==> config.mk <==
export PLATFORM = sky130hd
export DESIGN_NAME = uart_periph
export DESIGN_NICKNAME = d
export VERILOG_FILES = /design/src/rtl/uart_periph.sv
export SDC_FILE = /design/constraint.sdc
export NUM_CORES = 1
export LEC_CHECK = 0
export CORE_UTILIZATION = 47
export CTS_CLUSTER_SIZE = 25
export DETAILED_ROUTE_END_ITERATION = 8
export PLACE_DENSITY = 0.81
export SYNTH_ARGS = -nofsm -noshare
export SYNTH_HDL_FRONTEND = slang
export SYNTH_SLANG_ARGS = --single-unit
==> constraint.sdc <==
create_clock -name clk -period 2.89 [get_ports clk]
set_input_delay 0.578 -clock clk [delete_from_list [all_inputs] [get_ports clk]]
set_output_delay 0.578 -clock clk [all_outputs]
set_load 0.02 [all_outputs]
==> src/rtl/uart_periph.sv <==
// UART peripheral on the MEM-stage bus: TXD / RXD / CON registers,
// 8N1 framing with 16x oversampling, level interrupt to the CPU.
//
// Ports:
//   clk    system clock, rising edge
//   reset  asynchronous, active-low
//   addr   byte address from the MEM-stage bus
//   rd     read strobe, one cycle per access
//   wr     write strobe, one cycle per access
//   wdata  write data
//   rdata  read data, combinational, 0 when idle or unmapped
//   rx     serial line in, asynchronous to clk
//   tx     serial line out, idle high
//   irq    level interrupt request
module uart_periph #(
    parameter int          BAUD_DIV = 326,
    parameter logic [31:0] BASE     = 32'h40000018
) (
    input  logic        clk,
    input  logic        reset,
    input  logic [31:0] addr,
    input  logic        rd,
    input  logic        wr,
    input  logic [31:0] wdata,
    output logic [31:0] rdata,
    input  logic        rx,
    output logic        tx,
    output logic        irq
);

    localparam int TICK_W = (BAUD_DIV > 1) ? $clog2(BAUD_DIV) : 1;

    localparam logic [31:0] TXD_ADDR = BASE;
    localparam logic [31:0] RXD_ADDR = BASE + 32'd4;
    localparam logic [31:0] CON_ADDR = BASE + 32'd8;

    typedef enum logic [1:0] {
        TX_IDLE,
        TX_START,
        TX_DATA,
        TX_STOP
    } tx_state_t;

    typedef enum logic [1:0] {
        RX_IDLE,
        RX_START,
        RX_DATA,
        RX_STOP
    } rx_state_t;

    // ------------------------------------------------------------
    // Bus decode
    // ------------------------------------------------------------
    logic sel_txd;
    logic sel_rxd;
    logic sel_con;
    logic txd_wr;
    logic con_wr;
    logic rxd_rd;
    logic con_rd;

    assign sel_txd = (addr == TXD_ADDR);
    assign sel_rxd = (addr == RXD_ADDR);
    assign sel_con = (addr == CON_ADDR);
    assign txd_wr  = wr & sel_txd;
    assign con_wr  = wr & sel_con;
    assign rxd_rd  = rd & sel_rxd;
    assign con_rd  = rd & sel_con;

    logic unused_wdata;
    assign unused_wdata = ^wdata[31:8];

    // ------------------------------------------------------------
    // 16x oversample tick
    // ------------------------------------------------------------
    logic [TICK_W-1:0] tick_cnt;
    logic              tick;

    assign tick = (tick_cnt == TICK_W'(BAUD_DIV - 1));

    always_ff @(posedge clk or negedge reset) begin
        if (!reset) begin
            tick_cnt <= '0;
        end else if (tick) begin
            tick_cnt <= '0;
        end else begin
            tick_cnt <= tick_cnt + 1'b1;
        end
    end

    // ------------------------------------------------------------
    // Transmitter
    // ------------------------------------------------------------
    tx_state_t  tx_state;
    tx_state_t  tx_next;
    logic [3:0] tx_phase;
    logic [2:0] tx_bit;
    logic [7:0] tx_byte;
    logic       tx_start;
    logic       tx_phase_end;
    logic       tx_done_set;
    logic       tx_line;
    logic       tx_busy;

    // Writes while a frame is in flight are dropped here.
    assign tx_start     = txd_wr && (tx_state == TX_IDLE);
    assign tx_phase_end = tick && (tx_phase == 4'd15);
    assign tx_done_set  = (tx_state == TX_STOP) && tx_phase_end;

    always_ff @(posedge clk or negedge reset) begin
        if (!reset) begin
            tx_state <= TX_IDLE;
        end else begin
            tx_state <= tx_next;
        end
    end

    always_comb begin
        tx_next = tx_state;
        case (tx_state)
            TX_IDLE: begin
                if (tx_start) tx_next = TX_START;
            end
            TX_START: begin
                if (tx_phase_end) tx_next = TX_DATA;
            end
            TX_DATA: begin
                if (tx_phase_end && (tx_bit == 3'd7))
                    tx_next = TX_STOP;
            end
            TX_STOP: begin
                if (tx_phase_end) tx_next = TX_IDLE;
            end
            default: tx_next = TX_IDLE;
        endcase
    end

    always_comb begin
        tx_line = 1'b1;
        tx_busy = 1'b1;
        case (tx_state)
            TX_IDLE:  tx_busy = 1'b0;
            TX_START: tx_line = 1'b0;
            TX_DATA:  tx_line = tx_byte[tx_bit];
            TX_STOP:  tx_line = 1'b1;
            default: begin
                tx_line = 1'b1;
                tx_busy = 1'b0;
            end
        endcase
    end

    assign tx = tx_line;

    // Phase restarts at 0 on every frame so each bit is 16 ticks.
    always_ff @(posedge clk or negedge reset) begin
        if (!reset) begin
            tx_phase <= '0;
            tx_bit   <= '0;
        end else if (tx_state == TX_IDLE) begin
            tx_phase <= '0;
            tx_bit   <= '0;
        end else if (tick) begin
            tx_phase <= tx_phase + 4'd1;
            if ((tx_state == TX_DATA) && (tx_phase == 4'd15))
                tx_bit <= tx_bit + 3'd1;
        end
    end

    always_ff @(posedge clk or negedge reset) begin
        if (!reset) begin
            tx_byte <= '0;
        end else if (tx_start) begin
            tx_byte <= wdata[7:0];
        end
    end

    // ------------------------------------------------------------
    // Receiver
    // ------------------------------------------------------------
    logic       rx_s1;
    logic       rx_s2;
    logic       rx_s3;
    logic       rx_fall;
    rx_state_t  rx_state;
    rx_state_t  rx_next;
    logic [3:0] rx_phase;
    logic [2:0] rx_bit;
    logic [7:0] rx_shift;
    logic [7:0] rx_data;
    logic       rx_mid;
    logic       rx_sample;
    logic       rx_stop;
    logic       rx_good;
    logic       rx_bad;

    // rx_s1/rx_s2 form the synchronizer; rx_s3 only serves edge detect.
    always_ff @(posedge clk or negedge reset) begin
        if (!reset) begin
            rx_s1 <= 1'b1;
            rx_s2 <= 1'b1;
            rx_s3 <= 1'b1;
        end else begin
            rx_s1 <= rx;
            rx_s2 <= rx_s1;
            rx_s3 <= rx_s2;
        end
    end

    assign rx_fall   = rx_s3 & ~rx_s2;
    assign rx_mid    = tick && (rx_phase == 4'd7);
    assign rx_sample = tick && (rx_phase == 4'd15);
    assign rx_stop   = (rx_state == RX_STOP) && rx_sample;
    assign rx_good   = rx_stop & rx_s2;
    assign rx_bad    = rx_stop & ~rx_s2;

    always_ff @(posedge clk or negedge reset) begin
        if (!reset) begin
            rx_state <= RX_IDLE;
        end else begin
            rx_state <= rx_next;
        end
    end

    always_comb begin
        rx_next = rx_state;
        case (rx_state)
            RX_IDLE: begin
                if (rx_fall) rx_next = RX_START;
            end
            RX_START: begin
                // Line back high at mid start bit: treat as a glitch.
                if (rx_mid) rx_next = rx_s2 ? RX_IDLE : RX_DATA;
            end
            RX_DATA: begin
                if (rx_sample && (rx_bit == 3'd7))
                    rx_next = RX_STOP;
            end
            RX_STOP: begin
                if (rx_sample) rx_next = RX_IDLE;
            end
            default: rx_next = RX_IDLE;
        endcase
    end

    // Phase is re-zeroed at mid start bit, so later samples at
    // phase 15 land in the middle of each data and stop bit.
    always_ff @(posedge clk or negedge reset) begin
        if (!reset) begin
            rx_phase <= '0;
            rx_bit   <= '0;
            rx_shift <= '0;
        end else begin
            case (rx_state)
                RX_IDLE: begin
                    rx_phase <= '0;
                    rx_bit   <= '0;
                end
                RX_START: begin
                    if (rx_mid) begin
                        rx_phase <= '0;
                    end else if (tick) begin
                        rx_phase <= rx_phase + 4'd1;
                    end
                end
                RX_DATA: begin
                    if (tick) rx_phase <= rx_phase + 4'd1;
                    if (rx_sample) begin
                        rx_bit   <= rx_bit + 3'd1;
                        rx_shift <= {rx_s2, rx_shift[7:1]};
                    end
                end
                RX_STOP: begin
                    if (tick) rx_phase <= rx_phase + 4'd1;
                end
                default: begin
                    rx_phase <= '0;
                    rx_bit   <= '0;
                end
            endcase
        end
    end

    always_ff @(posedge clk or negedge reset) begin
        if (!reset) begin
            rx_data <= '0;
        end else if (rx_good) begin
            rx_data <= rx_shift;
        end
    end

    // ------------------------------------------------------------
    // CON register and status flags (set wins over clear)
    // ------------------------------------------------------------
    logic       tx_irq_en;
    logic       rx_irq_en;
    logic       tx_done;
    logic       rx_valid;
    logic       frame_err;
    logic       overrun;
    logic [6:0] status;

    always_ff @(posedge clk or negedge reset) begin
        if (!reset) begin
            tx_irq_en <= 1'b0;
            rx_irq_en <= 1'b0;
        end else if (con_wr) begin
            tx_irq_en <= wdata[0];
            rx_irq_en <= wdata[1];
        end
    end

    always_ff @(posedge clk or negedge reset) begin
        if (!reset) begin
            tx_done   <= 1'b0;
            rx_valid  <= 1'b0;
            frame_err <= 1'b0;
            overrun   <= 1'b0;
        end else begin
            if (tx_done_set) tx_done <= 1'b1;
            else if (con_rd) tx_done <= 1'b0;

            if (rx_good)     rx_valid <= 1'b1;
            else if (rxd_rd) rx_valid <= 1'b0;

            if (rx_bad)      frame_err <= 1'b1;
            else if (con_rd) frame_err <= 1'b0;

            if (rx_good && rx_valid) overrun <= 1'b1;
            else if (con_rd)         overrun <= 1'b0;
        end
    end

    assign status = {overrun, frame_err, tx_busy, rx_valid,
                     tx_done, rx_irq_en, tx_irq_en};

    assign irq = (tx_irq_en & tx_done) | (rx_irq_en & rx_valid);

    // ------------------------------------------------------------
    // Read mux
    // ------------------------------------------------------------
    always_comb begin
        rdata = '0;
        if (reset && rd) begin
            unique case (1'b1)
                sel_txd: rdata = {24'b0, tx_byte};
                sel_rxd: rdata = {24'b0, rx_data};
                sel_con: rdata = {25'b0, status};
                default: rdata = '0;
            endcase
        end
    end

endmodule

==> flow_metrics.env <==
export IMPL_cts_inserted_buffers=9
export IMPL_r2r_setup_slack_ps=630
export IMPL_ys_flop_type="dfrtp_1"
export IMPL_dieArea_um2=7320
export IMPL_drt_iter0_drc=130
export IMPL_num_vias=2401
export IMPL_place_area_um2=3860
export IMPL_grt_use_total_pct=19.3
export IMPL_die_height_um=85.6
export IMPL_seqPwrFrac_pct=44.4
export IMPL_wl_per_cell_um=15.3
export IMPL_clkSlewWorstSetupHoldPaths_ps=60
export IMPL_dp_hpwl_mm=4.99
export IMPL_cts_hold_buffers_added=0
export IMPL_synth_mux_area_share_pct=15.5
export IMPL_syn_area_um2=3280
export IMPL_path_max_fanout=8
export IMPL_synth_compound_area_share_pct=6.67
export IMPL_synth_edff_count=0
export IMPL_worstSkewPairLatency_ps=330
export IMPL_timing_rr_start="tick_cnt[1]"
export IMPL_yosysUniqueCellTypes=49
export IMPL_synth_warnings=0
export IMPL_drive_gt1_share_pct=23.6
export IMPL_fin_nets=440
export IMPL_swShare_pct=20.5
export IMPL_combPwrFrac_pct=6.4
export IMPL_cts_buffer_depth=2
export IMPL_rows=30
export IMPL_drc=0
export IMPL_power_density_nw_per_um2=461
export IMPL_skew_ps=8.52
export IMPL_synthAdderAreaFrac_pct=4.57
export IMPL_ant_nets=0
export IMPL_grt_pass1_vias=2275
export IMPL_worstMarginPinSlew_ps=725
export IMPL_final_area_um2=4130
export IMPL_end_kind="output port"
export IMPL_synth_top_cell_area_share_pct=43.4
export IMPL_drv_cap=0
export IMPL_synthTopCellsByArea="dfrtp_1 (43%), mux2_2 (6.9%), buf_4 (5.7%)"
export IMPL_core_um2=6760
export IMPL_path_class="in -> out"
export IMPL_setup_tns_final_ps=0
export IMPL_p_clk_share_pct=49.2
export IMPL_finalCritPeriodShare_pct=97.6
export IMPL_firstDrtPassIters=4
export IMPL_power_switching_uw=390
export IMPL_synth_common_cells="dfrtp_1 (57), nor2_1 (30), buf_4 (25)"
export IMPL_r2r_end="rx_data[4]"
export IMPL_finalMaxSlewViolations=0
export IMPL_p_leak_uw=0.00206
export IMPL_reg2reg_depth=7
export IMPL_status="finished clean"
export IMPL_area_delta_synth_final_pct=25.8
export IMPL_io_buffers=54
export IMPL_fmax_ghz=0.354
export IMPL_yosys_area_share_xor_xnor_pct=3.47
export IMPL_ir_worst_vdd_mv=0.294
export IMPL_post_drt_via_cell_ratio=5.41
export IMPL_antenna_found_initial=0
export IMPL_grt_first_pass_wirelength_mm=10.8
export IMPL_io_pins=103
export IMPL_critPathArrivalTime_ps=2240
export IMPL_finalSetupViolCount=0
export IMPL_avgSynthCellArea_um2=11.3
export IMPL_initial_core_util_pct=48.6
export IMPL_routed_wl_mm=6.81
export IMPL_synth_largest_area_cell="dfrtp_1"
export IMPL_clkSinkCount=60
export IMPL_synth_seq_cells=60
export IMPL_synth_most_common_cell="dfrtp_1"
export IMPL_cp_startpoint="addr[21]"
export IMPL_cts_root_buffer="clkbuf_8"
export IMPL_final_hold_viol_count=0
export IMPL_cp_start_kind="input port"
export IMPL_p_int_uw=1510
export IMPL_cts_htree_levels=3
export IMPL_antenna_cells=0
export IMPL_synth_top_family_by_area="simple AND/OR/NAND/NOR gates"
export IMPL_period_needed_ps=2820
export IMPL_gr_total_overflow=0
export IMPL_synth_async_sr_flop_share_pct=100
export IMPL_die_w_um=85.6
export IMPL_grt_max_degree=61
export IMPL_synthSimpleGateAreaFrac_pct=15.6
export IMPL_worst_ep_required_time_ps=2310
export IMPL_hold_class="reg -> reg"
export IMPL_cp_endpoint="rdata[7]"
export IMPL_relSlewSlack_pct=51.6
export IMPL_ys_seq_area_share_pct=45.8
export IMPL_syn_inst=290
export IMPL_place_congestion=0.796
export IMPL_cts_tree="done"
[repair_timing]
item,CTS,global route
resized for setup,58,16
endpoints found under the setup margin,8,5
setup buffers,2,0
gates cloned,0,0
pin swaps,11,9
[flip-flops by register name (all words and copies together) (netlist names), 2 cells and up, named ones only]
signal / flops
rx_phase: 4
tx_bit: 3
tx_phase: 4
rx_bit: 3
rx_data: 8
tx_state: 2
tx_byte: 8
tick_cnt: 9
rx_shift: 8
[logic make-up after synthesis]
group | count (synthesis)
AOI/OAI and AO/OA | 33
xor gates and xnor gates | 13
adders and majority gates | 12
buffers and inverters | 41
DFF | 60
muxes | 42
other | 1
and+or+nand+nor | 88
[per-layer routing]
| layer | part of all wire (%) | track usage, % |
|---|---|---|
| met3 | 6.9 | 6.45 |
| met4 | 0.90 | 5.61 |
| met2 | 48 | 32.4 |
| met5 | 0 | 0 |
| met1 | 44 | 23.9 |
[area by class of cell]
class,instances,area [µm²]
fillers,559,2630
repair buffers,68,602
well taps,80,100
multi-input cells,212,1640
inverters,8,30.0
clock buffers,12,155
flip-flops and latches,60,1510
clock inverters,4,95.1
[critical path: stages]
cell and delay [ps]:
dlygate4sd2_1 240, nor4_2 290, nand4_1 180, or4_4 630, nor3_4 190, buf_6 140
[through the flow]
| stage | hold slack, ps | setup slack [ps] | power [µW] | std cells | util [%] |
|---|---|---|---|---|---|
| after floorplan | 282 | 299 | 925 | 313 | - |
| after global placement | 347 | -633 | 990 | 426 | 57.1 |
| after detailed placement | 347 | -668 | 991 | 426 | 57.1 |
| after CTS | 356 | 4.05 | 1920 | 444 | 60.3 |
| after global routing | 366 | -58.9 | 1980 | 444 | 61.1 |
| final | 356 | 68.6 | 1900 | 444 | 61.1 |
[power by group through the flow]
stage | Sequential [µW] | Combinational, µW | Clock [µW]
2_1_floorplan | 860 | 65.0 | 0
3_3_place_gp | 860 | 129 | 0
3_5_place_dp | 860 | 131 | 0
4_1_cts | 845 | 121 | 957
5_1_grt | 844 | 133 | 1000
6_report | 845 | 122 | 938
[worst min-delay path by stage]
stage	end	start	cells past startpoint	slack (ps)
finish	rx_s2	rx_s1	0	360
global route	rx_s2	rx_s1	0	370
CTS	rx_s2	rx_s1	0	360
detailed placement	rx_s2	rx_s1	0	350
global placement	rx_s2	rx_s1	0	350
floorplan	async pin	reset	0	280
[cells in the final DEF, fill, tap and decap left out, types with 2 or more instances in the layout]
cell type	count
dfrtp_1	57
nor2_1	30
conb_1	24
mux2_2	20
dlygate4sd2_1	20
clkdlybuf4s50_1	15
buf_4	14
mux2i_1	12
ha_1	12
nand2_1	11
a21oi_1	11
clkbuf_8	11
nand3_1	8
xor2_1	8
inv_1	8
mux2_4	8
dlymetal6s2s_1	8
buf_2	8
a22o_1	7
nor4_2	5
nand4_1	5
and3_1	5
xnor2_1	5
o21ai_0	4
nor3_1	3
a31oi_1	3
a21o_1	3
bufinv_16	3
dfstp_2	3
nand4b_1	2
mux4_2	2
and4_1	2
clkdlybuf4s15_1	2
(Power assumes the default switching activity.)
